==> src/rtl/spi_bus_ctrl_pkg.sv <==
// spi_bus_ctrl_pkg
//   Shared definitions for the SPI-to-register-bus sequencer:
//   - state_t      : sequencer FSM encoding (IDLE, SPI_RD, SPI_WR, LOC)
//   - RW_BIT       : position of the R/W flag for the default 8-bit address
//   - rw_bit()     : R/W flag position for an arbitrary address width
//   - TO_RD_FILL   : bit pattern replicated into read data of a timed-out access
package spi_bus_ctrl_pkg;

    typedef enum logic [1:0] {
        IDLE   = 2'd0,
        SPI_RD = 2'd1,
        SPI_WR = 2'd2,
        LOC    = 2'd3
    } state_t;

    localparam int SPI_AW_DEFAULT = 8;
    localparam int RW_BIT         = SPI_AW_DEFAULT - 1;

    // A timed-out read returns all ones.
    localparam logic TO_RD_FILL = 1'b1;

    // The R/W flag is always the MSB of the SPI address.
    function automatic int rw_bit(input int aw);
        return aw - 1;
    endfunction

endpackage

==> src/rtl/spi_bus_ctrl_cs_edge_sync.sv <==
// cs_edge_sync
//   Brings an asynchronous chip-select pad signal into the clk domain through
//   a STAGES-deep flop chain, then compares it against one extra edge register
//   to form single-cycle edge pulses.
// Ports:
//   clk, rst_n : clock, asynchronous active-low reset
//   din        : raw pad input
//   rise       : one-cycle pulse on a synchronized 0->1 transition
//   fall       : one-cycle pulse on a synchronized 1->0 transition
module cs_edge_sync #(
    parameter int STAGES = 2
) (
    input  logic clk,
    input  logic rst_n,
    input  logic din,
    output logic rise,
    output logic fall
);

    logic [STAGES-1:0] sync_reg;
    logic [STAGES-1:0] sync_next;
    logic              edge_reg;

    // Each stage samples the one before it; stage 0 samples the pad.
    generate
        for (genvar gi = 0; gi < STAGES; gi++) begin : g_sync
            if (gi == 0) begin : g_first
                assign sync_next[gi] = din;
            end else begin : g_chain
                assign sync_next[gi] = sync_reg[gi-1];
            end
        end
    endgenerate

    always_ff @(posedge clk or negedge rst_n) begin
        if (!rst_n) begin
            sync_reg <= '0;
            edge_reg <= 1'b0;
        end else begin
            sync_reg <= sync_next;
            edge_reg <= sync_reg[STAGES-1];
        end
    end

    assign rise = sync_reg[STAGES-1] & ~edge_reg;
    assign fall = ~sync_reg[STAGES-1] & edge_reg;

endmodule

==> src/rtl/spi_bus_ctrl.sv <==
// spi_bus_ctrl
//   Sequences register-bus accesses for a two-chip-select SPI slave and one
//   local FPGA master. The end of the SPI address phase (rising address CS)
//   latches the address; a read address triggers a prefetch so data is ready
//   in spi_din before the data phase, a write is committed after data_end.
//   SPI reads beat SPI writes beat local accesses; a running access is never
//   preempted.
// Optional feature: define SPI_BUS_CTRL_TIMEOUT_EN to add a bus-ack timeout
//   (TO_CYC cycles) that aborts the access, returns all ones for reads and
//   sets the sticky bus_err output.
// Ports:
//   clk, rst_n                    : clock, asynchronous active-low reset
//   spi_cs_addr                   : raw address chip select (pad)
//   spi_addr, spi_dout            : address / data shifted in by the slave
//   data_begin, data_end          : data-CS fall / rise pulses
//   spi_din                       : read data for the slave transmit load
//   rd_late                       : data phase began before prefetch finished
//   loc_req/we/addr/wdata         : local master request (held until loc_done)
//   loc_done, loc_rdata           : local completion pulse and read data
//   bus_req/we/addr/wdata         : registered register-bus request
//   bus_ack, bus_rdata            : single-cycle ack with read data
//   bus_err                       : sticky timeout flag (timeout build only)
module spi_bus_ctrl
    import spi_bus_ctrl_pkg::*;
#(
    parameter int AW     = 8,
    parameter int DW     = 16,
    parameter int TO_CYC = 255
) (
    input  logic          clk,
    input  logic          rst_n,
    input  logic          spi_cs_addr,
    input  logic [AW-1:0] spi_addr,
    input  logic [DW-1:0] spi_dout,
    input  logic          data_begin,
    input  logic          data_end,
    output logic [DW-1:0] spi_din,
    output logic          rd_late,
    input  logic          loc_req,
    input  logic          loc_we,
    input  logic [AW-2:0] loc_addr,
    input  logic [DW-1:0] loc_wdata,
    output logic          loc_done,
    output logic [DW-1:0] loc_rdata,
    output logic          bus_req,
    output logic          bus_we,
    output logic [AW-2:0] bus_addr,
    output logic [DW-1:0] bus_wdata,
    input  logic          bus_ack,
    input  logic [DW-1:0] bus_rdata
`ifdef SPI_BUS_CTRL_TIMEOUT_EN
    ,
    output logic          bus_err
`endif
);

    localparam int RW = rw_bit(AW);

    // ------------------------------------------------------------------
    // Address chip-select edge detection
    // ------------------------------------------------------------------
    logic cs_rise;
    logic cs_fall;
    logic cs_armed_reg;
    logic addr_done;

    cs_edge_sync #(
        .STAGES (2)
    ) u_cs_sync (
        .clk   (clk),
        .rst_n (rst_n),
        .din   (spi_cs_addr),
        .rise  (cs_rise),
        .fall  (cs_fall)
    );

    // The synchronizer resets to 0 while an idle CS pad sits high, which
    // would look like an address-phase end right after reset. Only a rise
    // that follows a seen fall counts as a completed address phase.
    always_ff @(posedge clk or negedge rst_n) begin
        if (!rst_n) begin
            cs_armed_reg <= 1'b0;
        end else if (cs_fall) begin
            cs_armed_reg <= 1'b1;
        end else if (cs_rise) begin
            cs_armed_reg <= 1'b0;
        end
    end

    assign addr_done = cs_rise & cs_armed_reg;

    // ------------------------------------------------------------------
    // State and request registers
    // ------------------------------------------------------------------
    state_t          state_reg;
    state_t          state_next;
    logic [AW-1:0]   addr_q;
    logic [DW-1:0]   wdata_q;
    logic            rd_pend_reg;
    logic            wr_pend_reg;
    logic            bus_req_reg;
    logic            bus_we_reg;
    logic [AW-2:0]   bus_addr_reg;
    logic [DW-1:0]   bus_wdata_reg;
    logic [DW-1:0]   spi_din_reg;
    logic            rd_late_reg;
    logic            loc_done_reg;
    logic [DW-1:0]   loc_rdata_reg;

    // acc_done marks the final cycle of an access (ack or timeout abort);
    // acc_rdata is the read data to capture in that cycle.
    logic            acc_done;
    logic [DW-1:0]   acc_rdata;
    logic            start;

`ifdef SPI_BUS_CTRL_TIMEOUT_EN
    localparam int CW = ($clog2(TO_CYC + 1) > 8) ? $clog2(TO_CYC + 1) : 8;

    logic [CW-1:0] to_cnt_reg;
    logic          to_hit;
    logic          bus_err_reg;

    assign to_hit    = bus_req_reg && !bus_ack && (to_cnt_reg == CW'(TO_CYC - 1));
    assign acc_done  = (state_reg != IDLE) && (bus_ack || to_hit);
    assign acc_rdata = to_hit ? {DW{TO_RD_FILL}} : bus_rdata;

    // Counts request cycles of the current access; zero in its first cycle.
    always_ff @(posedge clk or negedge rst_n) begin
        if (!rst_n) begin
            to_cnt_reg  <= '0;
            bus_err_reg <= 1'b0;
        end else begin
            if (!bus_req_reg || acc_done) begin
                to_cnt_reg <= '0;
            end else begin
                to_cnt_reg <= to_cnt_reg + 1'b1;
            end
            if (to_hit) begin
                bus_err_reg <= 1'b1;
            end
        end
    end

    assign bus_err = bus_err_reg;
`else
    assign acc_done  = (state_reg != IDLE) && bus_ack;
    assign acc_rdata = bus_rdata;
`endif

    // ------------------------------------------------------------------
    // FSM
    // ------------------------------------------------------------------
    always_ff @(posedge clk or negedge rst_n) begin
        if (!rst_n) begin
            state_reg <= IDLE;
        end else begin
            state_reg <= state_next;
        end
    end

    always_comb begin
        state_next = state_reg;
        case (state_reg)
            IDLE: begin
                if (rd_pend_reg) begin
                    state_next = SPI_RD;
                end else if (wr_pend_reg) begin
                    state_next = SPI_WR;
                end else if (loc_req && !loc_done_reg) begin
                    // While loc_done is showing, the master has not yet had
                    // a chance to drop loc_req; starting now would repeat
                    // the access it just completed.
                    state_next = LOC;
                end
            end
            default: begin
                if (acc_done) begin
                    state_next = IDLE;
                end
            end
        endcase
    end

    assign start = (state_reg == IDLE) && (state_next != IDLE);

    // ------------------------------------------------------------------
    // SPI address / data capture and pending flags
    // ------------------------------------------------------------------
    always_ff @(posedge clk or negedge rst_n) begin
        if (!rst_n) begin
            addr_q      <= '0;
            wdata_q     <= '0;
            rd_pend_reg <= 1'b0;
            wr_pend_reg <= 1'b0;
        end else begin
            if (addr_done) begin
                addr_q <= spi_addr;
            end

            // A new address decides the read flag; otherwise a finished
            // prefetch clears it.
            if (addr_done) begin
                rd_pend_reg <= ~spi_addr[RW];
            end else if (state_reg == SPI_RD && acc_done) begin
                rd_pend_reg <= 1'b0;
            end

            if (data_end && addr_q[RW]) begin
                wdata_q     <= spi_dout;
                wr_pend_reg <= 1'b1;
            end else if (state_reg == SPI_WR && acc_done) begin
                wr_pend_reg <= 1'b0;
            end
        end
    end

    // ------------------------------------------------------------------
    // Register-bus request: loaded on leaving IDLE, held until completion
    // ------------------------------------------------------------------
    always_ff @(posedge clk or negedge rst_n) begin
        if (!rst_n) begin
            bus_req_reg   <= 1'b0;
            bus_we_reg    <= 1'b0;
            bus_addr_reg  <= '0;
            bus_wdata_reg <= '0;
        end else if (start) begin
            bus_req_reg   <= 1'b1;
            bus_we_reg    <= (state_next == SPI_WR) || ((state_next == LOC) && loc_we);
            bus_addr_reg  <= (state_next == LOC) ? loc_addr : addr_q[AW-2:0];
            bus_wdata_reg <= (state_next == LOC) ? loc_wdata : wdata_q;
        end else if (acc_done) begin
            bus_req_reg   <= 1'b0;
        end
    end

    // ------------------------------------------------------------------
    // Completion outputs
    // ------------------------------------------------------------------
    always_ff @(posedge clk or negedge rst_n) begin
        if (!rst_n) begin
            spi_din_reg   <= '0;
            rd_late_reg   <= 1'b0;
            loc_done_reg  <= 1'b0;
            loc_rdata_reg <= '0;
        end else begin
            // A late data phase still shifts out the old spi_din; the
            // prefetch keeps running and updates spi_din when it lands.
            rd_late_reg  <= data_begin && (rd_pend_reg || state_reg == SPI_RD);
            loc_done_reg <= (state_reg == LOC) && acc_done;

            if (state_reg == SPI_RD && acc_done) begin
                spi_din_reg <= acc_rdata;
            end
            if (state_reg == LOC && acc_done && !bus_we_reg) begin
                loc_rdata_reg <= acc_rdata;
            end
        end
    end

    assign bus_req   = bus_req_reg;
    assign bus_we    = bus_we_reg;
    assign bus_addr  = bus_addr_reg;
    assign bus_wdata = bus_wdata_reg;
    assign spi_din   = spi_din_reg;
    assign rd_late   = rd_late_reg;
    assign loc_done  = loc_done_reg;
    assign loc_rdata = loc_rdata_reg;

endmodule

==> config.mk <==
export PLATFORM = sky130hd
export DESIGN_NAME = spi_bus_ctrl
export DESIGN_NICKNAME = d
export VERILOG_FILES = /design/src/rtl/spi_bus_ctrl_pkg.sv /design/src/rtl/spi_bus_ctrl_cs_edge_sync.sv /design/src/rtl/spi_bus_ctrl.sv
export SDC_FILE = /design/constraint.sdc
export NUM_CORES = 1
export LEC_CHECK = 0
export ABC_CLOCK_PERIOD_IN_PS = 4000
export BUFFER_PORTS_ARGS = -buffer_cell sky130_fd_sc_hd__buf_2
export CORE_ASPECT_RATIO = 1.25
export CORE_MARGIN = 2
export CORE_UTILIZATION = 40
export CTS_BUF_LIST = sky130_fd_sc_hd__clkbuf_2
export CTS_CLUSTER_SIZE = 28
export DETAILED_ROUTE_END_ITERATION = 8
export PLACE_DENSITY = 0.66
export SYNTH_ARGS = -nofsm -noshare
export SYNTH_HDL_FRONTEND = slang
export SYNTH_HIERARCHICAL = 1
export SYNTH_SLANG_ARGS = --single-unit
export TNS_END_PERCENT = 20
==> constraint.sdc <==
create_clock -name clk -period 4 [get_ports clk]
set_input_delay 0.4 -clock clk [delete_from_list [all_inputs] [get_ports clk]]
set_output_delay 0.4 -clock clk [all_outputs]
set_load 0.01 [all_outputs]
Yosys cells after proc, flatten, opt, wreduce, memory -nomap -nowiden:

Cells that the tools add are included.

* equal/unequal tests: 5
* mux-type cells: 15
* bitwise gates (word level): 6
* reductions and logical operators: 21

Operators with widths (number)
* 16-bit 2-to-1 mux: 1
* 2-bit nonzero test: 6
* 1-bit logical AND: 10
* 2-bit 2-to-1 mux: 5
* 2-bit equality test, second input constant: 4
* 1-bit 2-to-1 mux: 8
* 7-bit 2-to-1 mux: 1
* 1-bit bitwise AND: 3
* 1-bit NOT: 3
* 2-bit by 1-bit equality test with 1-bit output, second input constant: 1
* 1-bit logical NOT: 2
* 2-bit logical NOT: 1
* 1-bit logical OR: 2

* bits in registers: 91
* bits of input ports: 71
* output and inout port bits: 59
* logic and storage cells: 63

Longest topological paths before layout:

Gate-level depths: netlist of the first run.

* depth in word-level cells: 9
* mapped depth: 6
* depth with buffers taken out: 4

By module:

The synthesis of the first run kept the hierarchy.

By module, submodules not included
* spi_bus_ctrl: instances 1, cells each 296, area each 3836.2 sq um, sequential area each 2202.1 sq um
* cs_edge_sync: instances 1, cells each 5, area each 90.1 sq um, sequential area each 75.1 sq um

Worst setup path before layout of the first run:

OpenSTA, ideal clock, no wires.

* kind: flip-flop to flip-flop
* start: register rd_pend_reg
* end: register bus_wdata_reg[1], in the netlist bus_wdata[1]
* library setup time: 0.139 ns
* arrival time: 1.290 ns
* data required time: 3.861 ns
* setup slack: 2.571 ns
* stages on the path, launching flop included: 6
* buffers on the path: 2
* period minus slack after synthesis: 1.429 ns
* cell sequence: dfrtp_1 -> or2_2 -> buf_2 -> buf_2 -> o211ai_1 -> o221ai_1

* word-level cells in the longest chain between the ends: 4
* elaborated cells on any way between the ends: 6
* those cells by class: 1 x eq/ne; 3 x mux; 2 x reduce/logical

RTL lines
* start, declared: RTL line spi_bus_ctrl.sv:99 `logic rd_pend_reg;`
* start signal, assigned: RTL line spi_bus_ctrl.sv:203 `rd_pend_reg <= ~spi_addr[RW];`
* 2-bit 2-to-1 mux *: RTL line spi_bus_ctrl.sv:165 `if (rd_pend_reg) begin`
* 2-bit 2-to-1 mux *: RTL line spi_bus_ctrl.sv:163 `case (state_reg)`
* 2-bit equality test / 2-bit nonzero test (equally long branches): RTL line spi_bus_ctrl.sv:230, spi_bus_ctrl.sv:184
* 16-bit 2-to-1 mux / 1-bit logical AND (equally long branches): RTL line spi_bus_ctrl.sv:230, spi_bus_ctrl.sv:184
* end signal, assigned: RTL line spi_bus_ctrl.sv:230 `bus_wdata_reg <= (state_next == LOC) ? loc_wdata : wdata_q;`
* end, declared: RTL line spi_bus_ctrl.sv:104 `logic [DW-1:0] bus_wdata_reg;`

Mark *: on every way between the ends. The rest lies on a longest branch, timed or not.
A chain may end at the register's enable or synchronous reset.

Worst setup path after layout of the first run:

* start: register state_reg[0]
* end: register bus_wdata_reg[14], in the netlist bus_wdata[14]

* word-level cells in the longest chain between the ends: 6
* elaborated cells on any way between the ends: 12
* those cells by class: 1 x eq/ne; 6 x mux; 5 x reduce/logical

RTL lines
* start, declared: RTL line spi_bus_ctrl.sv:95 `state_t state_reg;`
* start signal, assigned: RTL line spi_bus_ctrl.sv:157 `state_reg <= state_next;`
* 2-bit 2-to-1 mux / 2-bit nonzero test (equally long branches): RTL line spi_bus_ctrl.sv:169, spi_bus_ctrl.sv:146
* 2-bit 2-to-1 mux / 1-bit logical AND (equally long branches): RTL line spi_bus_ctrl.sv:167, spi_bus_ctrl.sv:146
* 2-bit 2-to-1 mux (on tied branches): RTL line spi_bus_ctrl.sv:165, spi_bus_ctrl.sv:177
* 2-bit 2-to-1 mux: RTL line spi_bus_ctrl.sv:163
* 2-bit equality test / 2-bit nonzero test (equally long branches): RTL line spi_bus_ctrl.sv:230, spi_bus_ctrl.sv:184
* 16-bit 2-to-1 mux / 1-bit logical AND (equally long branches): RTL line spi_bus_ctrl.sv:230, spi_bus_ctrl.sv:184

Parallel ways exist; a longest one is shown, timed or not.

==> results of run 1 <==
[repair_timing]
item,4_1_cts,5_1_grt
gates resized for setup,0,0
setup buffers,0,0
hold buffers,2,3
hold endpoints to repair,2,3
[cell families (layout without fill, tap and decap cells)]
kind of cell | Yosys count | after routing | share of synthesized area, %
compound gates | 59 | 59 | 11.7
buf+inv | 51 | 178 | 6.05
flops | 91 | 91 | 58.0
mux | 57 | 57 | 17.3
simple gates | 43 | 43 | 6.98
[per-stage QoR]
stage	setup WS, ps	area [um^2]	util, %
2_1_floorplan	2570	3930	-
3_3_place_gp	1530	4610	48.3
3_5_place_dp	1370	4610	48.3
4_1_cts	1400	4760	49.8
5_1_grt	1130	4790	50.1
6_report	1380	4790	50.1
[power groups by stage]
stage,logic (uW),registers [uW],clock network (uW)
final,1430,1530,500
after global placement,1390,1540,0
after CTS,1440,1540,519
after global routing,1580,1580,555
after detailed placement,1440,1550,0
after floorplan,865,1630,0
[worst max-delay path: cells and delay by family (launching register included)]
kind / cells / cell delay (ps)
AO/OA/AOI/OAI: 2 / 1180
flip-flops: 1 / 570
AND/OR/NAND/NOR: 1 / 720
[cells in the final DEF, fill, tap and decap left out, types with 2 or more instances in the layout]
master / instances
a21o_1: 2
a21oi_1: 2
buf_2: 128
buf_4: 3
bufinv_16: 2
clkbuf_2: 9
clkinv_1: 2
clkinv_2: 3
dfrtp_1: 91
dlygate4sd3_1: 5
inv_1: 26
mux2_2: 46
mux2_4: 10
nand2_1: 4
nand2b_1: 2
nand4_1: 23
nor2b_1: 2
o211ai_1: 23
o21ai_0: 5
o221ai_1: 23
[layout make-up]
type                       instances  area [um^2]
fill                             914         4770
sequential                        91         2280
multi-input combinational        159         1420
timing repair buffer             136          713
tap                              126          158
inverter                          26         97.6
clock inverter                     7         82.6
clock buffer                       9         45.0
[routing by layer]
metal  track usage [%]  up-vias  share of wire, %  wire (um)
li1                  -     1358                 -          -
met1              22.3     1414                42       3760
met2              28.0      102                48       4280
met3              6.62       12               8.7        778
met4              5.88        2               1.2        106
met5                 0        -             0.078          7
[how the worst min path moves through the flow]
stage / cells after the start / slack [ps] / start / end
global route: 2 / 0.2 / spi_dout[1] / wdata_q[1]
finish: 1 / 20 / rst_n / wdata_q[14]
CTS: 2 / 0.2 / spi_dout[14] / wdata_q[14]
floorplan: 0 / 100 / rst_n / addr_q[0]
global placement: 0 / 340 / u_cs_sync/sync_reg[0] / u_cs_sync/sync_reg[1]
detailed placement: 0 / 340 / u_cs_sync/sync_reg[0] / u_cs_sync/sync_reg[1]
==> impl_metrics.yaml, run 1 <==
run_status:
  status: "finished, final reports clean"
layout:
  diodes: 0
  nNetsFinal: 494
  areaGrowthSynthToFinish_pct: 22.1
  stdcell_count: 554
  layout-drive-gt1-share_pct: 48.4
pwr:
  p_total_uw: 3460
  power_frac_seq_pct: 44.3
  power_frac_comb_pct: 41.2
  power.share.clock_pct: 14.5
  p_leak_uw: 0.00233
  p_switching_uw: 1290
  p_per_area_nw_per_um2: 722
  p_int_uw: 2170
  ir_drop_v: 0.000381
  p_sw_share_pct: 37.2
routing:
  drt_iter0_markers: 138
  first_pass_iters: 5
  vias: 2888
  drtAntennaViolNets: 0
  routedWlPerCell_um: 16.1
  routed_wl_um: 8930
  vias_per_cell: 5.21
  drc: 0
synthesis:
  synthArstFlopShare_pct: 100
  synth_warnings: 6
  synth_area_per_cell_um2: 13.0
  synth_top_area_share_pct: 58.0
  syn_nets: 372
  synth_area_um2: 3930
  synth_common_cells: "91 x dfrtp_1, 46 x mux2_2, 26 x inv_1"
  synth_enable_flop_cells: 0
  yosys.area.top_type: "dfrtp_1"
  synth_area_leaders: "dfrtp_1 58%, mux2_2 13%, o221ai_1 5.1%"
  synthFlopType: "dfrtp_1"
  seq_area_frac_synth_pct: 58.0
  ys_ff_latch: 91
  synth_most_common_cell: "dfrtp_1"
  syn_inst: 301
  synth.distinct_cells: 34
floorplanning:
  die-area_um2: 10600
  start_util_pct: 41.1
  ios: 130
  chipHeight_um: 115
  die_w_um: 92.6
  row_count: 40
  core_area_um2: 9560
global_route:
  grt_start_max_net_pins: 92
  antenna_found_initial: 1
  grt_pass1_wl_um: 14400
  grt_overflow: 0
  grt_pass1_vias: 2869
  grt_usage_pct: 17.6
critical_path:
  required_ps: 4420
  startpoint: "state_reg[0]"
  startpoint_type: "flip-flop"
  ff2ff_path_depth: 3
  r2r_setup_slack_ps: 1380
  critPathMaxStageDelay_ps: 950
  crit_arrival_ps: 3040
  cp-end-kind: "flip-flop"
  regToRegStartpoint: "state_reg[0]"
  crit_path_end: "bus_wdata[14]"
  cp_max_fo: 24
  path_cells: "nand3b_1 > a21boi_2 > o221ai_1"
  path_class: "flip-flop to flip-flop"
  rr_endpoint: "bus_wdata[14]"
  slowest_stage: "a21boi_2"
clock_tree:
  htree_levels: 3
  cts_tree: "yes"
  clkLatencyLatePin_ps: 560
  cts-root-buf: "clkbuf_2"
  clk_pin_slew_ps: 240
  ctsLongestPathBuffers: 2
  numCtsBuffers: 9
  cts.sinks: 91
sta:
  slew_violations: 0
  fin_tns_setup_ps: 0
  max_freq_mhz: 382
  worstMarginPinSlew_ps: 1130
  holdWs_ps: 15.0
  slew_headroom_pct: 24.9
  rsz0062_at_grt: "false"
  finalHoldViolCount: 0
  final.period_utilization_pct: 65.4
  finalClockSkew_ps: 24.8
  setup_violations: 0
  post-route-min-period_ps: 2620
hold_path:
  min_path_type: "input port to asynchronous set/reset pin"
placement:
  portBuffers: 129
  gp_congestion: 0.714
  dp_hpwl_um: 6230
  place_inst: 533
job:
  maxCapViolCount: 0
(Power assumes the default switching activity.)
==> run 2: changes to the inputs <==
Settings changed: ABC_CLOCK_PERIOD_IN_PS 4000 to 2100, PLACE_DENSITY 0.66 to 0.68.
Clock period 4 ns to 2.1 ns, I/O delays scaled along.
==> run 2 against run 1 <==
Effect of this change:
- sequential power grew 90%
- power increased by 88%
- sequential share of layout area fell by 5.6 points
- maximum frequency grew 40%
- critical path type unchanged
- global-route usage rose by 0.86 points
- combinational power rose by 100%
- via count up 9.6%
- highest routed layer is now met4
==> impl_metrics.yaml, run 2 (synthesized netlist as in run 1, its figures left out) <==
sta:
  post-route-min-period_ps: 1860
  slew_headroom_pct: 57.2
  setup_violations: 0
  fin_tns_setup_ps: 0
  rsz0062_at_grt: "false"
  finalHoldViolCount: 0
  setup_ws_ps: 237
  finalClockSkew_ps: 23.9
  max_freq_mhz: 537
  worstMarginPinSlew_ps: 640
  slew_violations: 0
  holdWs_ps: 116
  final.period_utilization_pct: 88.7
clock_tree:
  cts.sinks: 91
  cts-root-buf: "clkbuf_2"
  ctsLongestPathBuffers: 2
  clkLatencyLatePin_ps: 540
  cts_tree: "yes"
  clk_pin_slew_ps: 220
  htree_levels: 3
  numCtsBuffers: 9
routing:
  vias_per_cell: 5.09
  drc: 0
  first_pass_iters: 4
  drt_iter0_markers: 119
  drtAntennaViolNets: 0
  routed_wl_um: 9670
  routedWlPerCell_um: 15.5
  vias: 3165
critical_path:
  required_ps: 2510
  crit_arrival_ps: 2270
  critPathMaxStageDelay_ps: 580
  cp_max_fo: 33
  slowest_stage: "dfrtp_1"
  cp-end-kind: "flip-flop"
  startpoint_type: "flip-flop"
  crit_family: "buffers and inverters"
  worst-path-buf-inv: 2
  path_cells: "nor2_4 > buf_4 > o21a_1 > buf_4 > o221ai_1"
  cpMostUsedCell: "buf_4"
  path_class: "flip-flop to flip-flop"
job:
  maxCapViolCount: 0
layout:
  diodes: 0
  areaGrowthSynthToFinish_pct: 38.3
  layout.cells.most_common_list: "128 x buf_2, 91 x dfrtp_1, 67 x dlygate4sd3_1, 46 x mux2_2, 26 x inv_1"
  mostFrequentLayoutCell: "buf_2"
  nNetsFinal: 563
  layout-drive-gt1-share_pct: 42.7
global_route:
  grt_start_max_net_pins: 49
  grt_overflow: 0
  grt_usage_pct: 18.4
  grt_pass1_wl_um: 15400
  grt_pass1_vias: 3133
  antenna_found_initial: 0
placement:
  portBuffers: 129
  place_ws_ps: 182
  gp_congestion: 0.752
  dp_hpwl_um: 6280
pwr:
  power.share.clock_pct: 10.7
  ir_drop_v: 0.000672
  p_total_uw: 6500
  p_per_area_nw_per_um2: 1200
  power_frac_seq_pct: 44.8
  p_int_uw: 4030
  p_switching_uw: 2470
  p_sw_share_pct: 38.0
  p_leak_uw: 0.00261
  power_frac_comb_pct: 44.5
floorplanning:
  core_area_um2: 9560
  die_w_um: 92.6
  chipHeight_um: 115
  start_util_pct: 41.1
  row_count: 40
  ios: 130
  die-area_um2: 10600
run_status:
  status: "finished, final reports clean"
hold_path:
  min_path_type: "input port to flip-flop"
run 2: cell count changes in the layout (fill, tap and decap cells not counted), sizes merged:
cell and change:
bufinv -2, buf +7, dlygate4sd3 +62, clkbuf +1
run 2: layout make-up:
class | count | area, um^2
clock buffers | 10 | 50.0
clock inverters | 5 | 21.3
fillers | 802 | 4130
inverters | 26 | 97.6
multi-input cells | 159 | 1430
flip-flops and latches | 91 | 2280
well taps | 126 | 158
repair buffers | 205 | 1400
run 2: per-layer routing:
metal	up-vias	GRT usage (%)	routed length (um)
li1	1496	-	-
met3	12	4.85	632
met2	111	29.2	4670
met4	0	7.35	131
met5	-	0	0
met1	1546	24.4	4240
run 2: power groups by stage:
stage	Clock (uW)	Sequential (uW)	Combinational, uW
after floorplan	0	3100	1650
after global placement	0	2910	2720
after detailed placement	0	2950	2810
after CTS	733	2920	2900
after global routing	792	3020	3190
final	694	2910	2890
run 2: path summary, 6_finish.rpt:
check | start | endpoint | slack [ps] | cells past startpoint
max reg2reg | state_reg[0] | bus_wdata[10] | 240 | 5
max | state_reg[0] | bus_wdata[10] | 240 | 5
min in group asynchronous | rst_n | wdata_q[13] | 170 | 2
max in group asynchronous | rst_n | rd_late | 1260 | 3
min reg2reg | u_cs_sync/sync_reg[0] | u_cs_sync/sync_reg[1] | 380 | 0
min | data_end | wr_pend_reg | 120 | 4
run 2: repair_timing:
item / in CTS / in global routing
gates resized for setup: 0 / 1
hold endpoints to repair: 128 / 0
hold buffers: 67 / 0
setup buffers: 0 / 0
endpoints found under the setup margin: 0 / 23
run 2: metrics by stage:
stage,area (um^2),utilization (%),instances
floorplan,3930,-,301
detailed placement,4680,49.0,540
global placement,4680,49.0,540
finish,5430,56.8,622
global route,5430,56.8,622
CTS,5420,56.7,622
run 2: tightest hold or removal path: stages:
cell and delay [ps]:
buf_2 80, nand2_1 40, buf_4 200, nand2_1 90
==> run 3: changes to the inputs <==
Settings changed: ABC_CLOCK_PERIOD_IN_PS 2100 to 1900, PLACE_DENSITY 0.68 to 0.66.
Clock period 2.1 ns to 1.9 ns, I/O delays scaled along.
==> run 3 against run 2 <==
Effect of this change:
- via count shrank 0.57%
- sequential share of layout area shrank 0.59 points
- largest cell class unchanged
- worst setup slack gained 30 ps
- register-to-register slack gained 30 ps
- critical path type unchanged
- wire length is essentially flat
- maximum frequency grew 14%
- cell area grew 1.4%
- combinational power grew 12%
- first-iteration DRC count shrank 10%
==> impl_metrics.yaml, run 3 (synthesized netlist as in run 1, its figures left out) <==
layout:
  layout.cells.most_common_list: "128 x buf_2, 91 x dfrtp_1, 67 x dlygate4sd3_1, 46 x mux2_2, 26 x inv_1"
  regArea_um2: 2280
  postLayoutCellArea_um2: 5510
  nFillCells: 770
  nNetsFinal: 564
  diodes: 0
  stdcell_count: 624
  layout-drive-gt1-share_pct: 43.4
  areaGrowthSynthToFinish_pct: 40.2
  mostFrequentLayoutCell: "buf_2"
  multi_input_area_um2: 1430
floorplanning:
  die-area_um2: 10600
  core_area_um2: 9560
  start_util_pct: 41.1
  die_w_um: 92.6
  ios: 130
  chipHeight_um: 115
  row_count: 40
critical_path:
  critPathMaxStageDelay_ps: 600
  path_cells: "nand3b_1 > a21boi_4 > o221ai_1"
  rr_endpoint: "bus_wdata[14]"
  regToRegStartpoint: "state_reg[1]"
  ff2ff_path_depth: 3
  r2r_setup_slack_ps: 270
  cp-end-kind: "flip-flop"
  path_class: "flip-flop to flip-flop"
  cp_max_fo: 23
  crit_family: "compound AO/OA/AOI/OAI gates"
  cp.depth: 3
  startpoint_type: "flip-flop"
  worst-path-buf-inv: 0
  slowest_stage: "a21boi_4"
  required_ps: 2300
  crit_arrival_ps: 2030
routing:
  routed_wl_um: 9670
  wl_met2_um: 4770
  top_layer: "met4"
  routedWlPerCell_um: 15.5
  met3_length_um: 629
  first_pass_iters: 4
  drt_iter0_markers: 107
  vias_per_cell: 5.04
  vias: 3147
  drtAntennaViolNets: 0
  met1Wirelength_um: 4150
  drc: 0
sta:
  finalClockSkew_ps: 26.2
  post-route-min-period_ps: 1630
  setup_violations: 0
  finalHoldViolCount: 0
  rsz0062_at_grt: "false"
  worstMarginPinSlew_ps: 689
  final.period_utilization_pct: 85.9
  slew_headroom_pct: 53.9
  max_freq_mhz: 612
  slew_violations: 0
clock_tree:
  cts_setup_buffers: 0
  cts.sinks: 91
  ctsLongestPathBuffers: 2
  cts-root-buf: "clkbuf_2"
  cts_tree: "yes"
  clk_pin_slew_ps: 220
  numCtsBuffers: 9
  clkLatencyLatePin_ps: 540
  htree_levels: 3
placement:
  portBuffers: 129
  place_inst: 541
  placedInstanceArea_um2: 4700
  dp_hpwl_um: 6140
  gp_congestion: 0.705
global_route:
  grt_pass1_vias: 3232
  grt_pass1_wl_um: 15800
  grt_overflow: 0
  grt_start_max_net_pins: 56
  antenna_found_initial: 0
  grt_usage_pct: 18.8
pwr:
  power.share.clock_pct: 14.0
  ir_drop_v: 0.000722
  p_int_uw: 4720
  p_per_area_nw_per_um2: 1360
  power_frac_seq_pct: 42.8
  p_switching_uw: 2750
  p_leak_uw: 0.00265
  p_total_uw: 7470
  p_sw_share_pct: 36.8
  power_frac_comb_pct: 43.2
hold_path:
  hp-start: "data_end"
  whs_endpoint: "wr_pend_reg"
  min_path_type: "input port to flip-flop"
  whs_path_depth: 4
job:
  maxCapViolCount: 0
run_status:
  status: "finished, final reports clean"
## run 3: final cells by class
cell class / count / area share [%]
sequential: 91 / 41.4
clock inverter: 7 / 1.50
timing repair buffer: 206 / 25.8
inverter: 26 / 1.77
tap: 126 / 2.86
multi-input combinational: 159 / 25.9
clock buffer: 9 / 0.818
## run 3: worst max path at each step
| stage | from | end |
|---|---|---|
| floorplan | rd_pend_reg | bus_wdata[1] |
| global placement | state_reg[1] | bus_addr[2] |
| detailed placement | state_reg[1] | bus_wdata[14] |
| CTS | state_reg[1] | bus_wdata[14] |
| global route | state_reg[1] | bus_addr[2] |
| finish | state_reg[1] | bus_wdata[14] |
## run 3: power groups by stage
stage	clock (uW)	sequential, uW	combinational (uW)
4_1_cts	1090	3200	3250
2_1_floorplan	0	3430	1820
3_3_place_gp	0	3200	3050
6_report	1050	3200	3230
5_1_grt	1170	3300	3550
3_5_place_dp	0	3230	3130
## run 3: worst register-to-register path: stages, from the launching register on
cell,delay (ps)
dfrtp_1,530
nand3b_1,170
a21boi_4,600
o221ai_1,220
## run 3: timing repair
action,4_1_cts,5_1_grt
resized for setup,1,1
hold endpoints to repair,178,0
hold buffers,67,0
endpoints found under the setup margin,3,23
## run 3: per-layer routing
| layer | vias up | global-route usage [%] |
|---|---|---|
| met5 | - | 0 |
| met4 | 0 | 8.04 |
| met3 | 10 | 4.39 |
| met2 | 113 | 31.4 |
| met1 | 1524 | 23.5 |
| li1 | 1500 | - |
## run 3: per-stage QoR
step | hold slack (ps) | setup WS [ps] | util (%) | TNS [ps]
floorplan | -106 | 471 | - | 0
global placement | 201 | 118 | 49.2 | 0
detailed placement | 206 | -7.37 | 49.2 | -10.2
CTS | 60.8 | 53.9 | 57.6 | 0
global route | 52.1 | 75.2 | 57.6 | 0
finish | 105 | 267 | 57.6 | 0
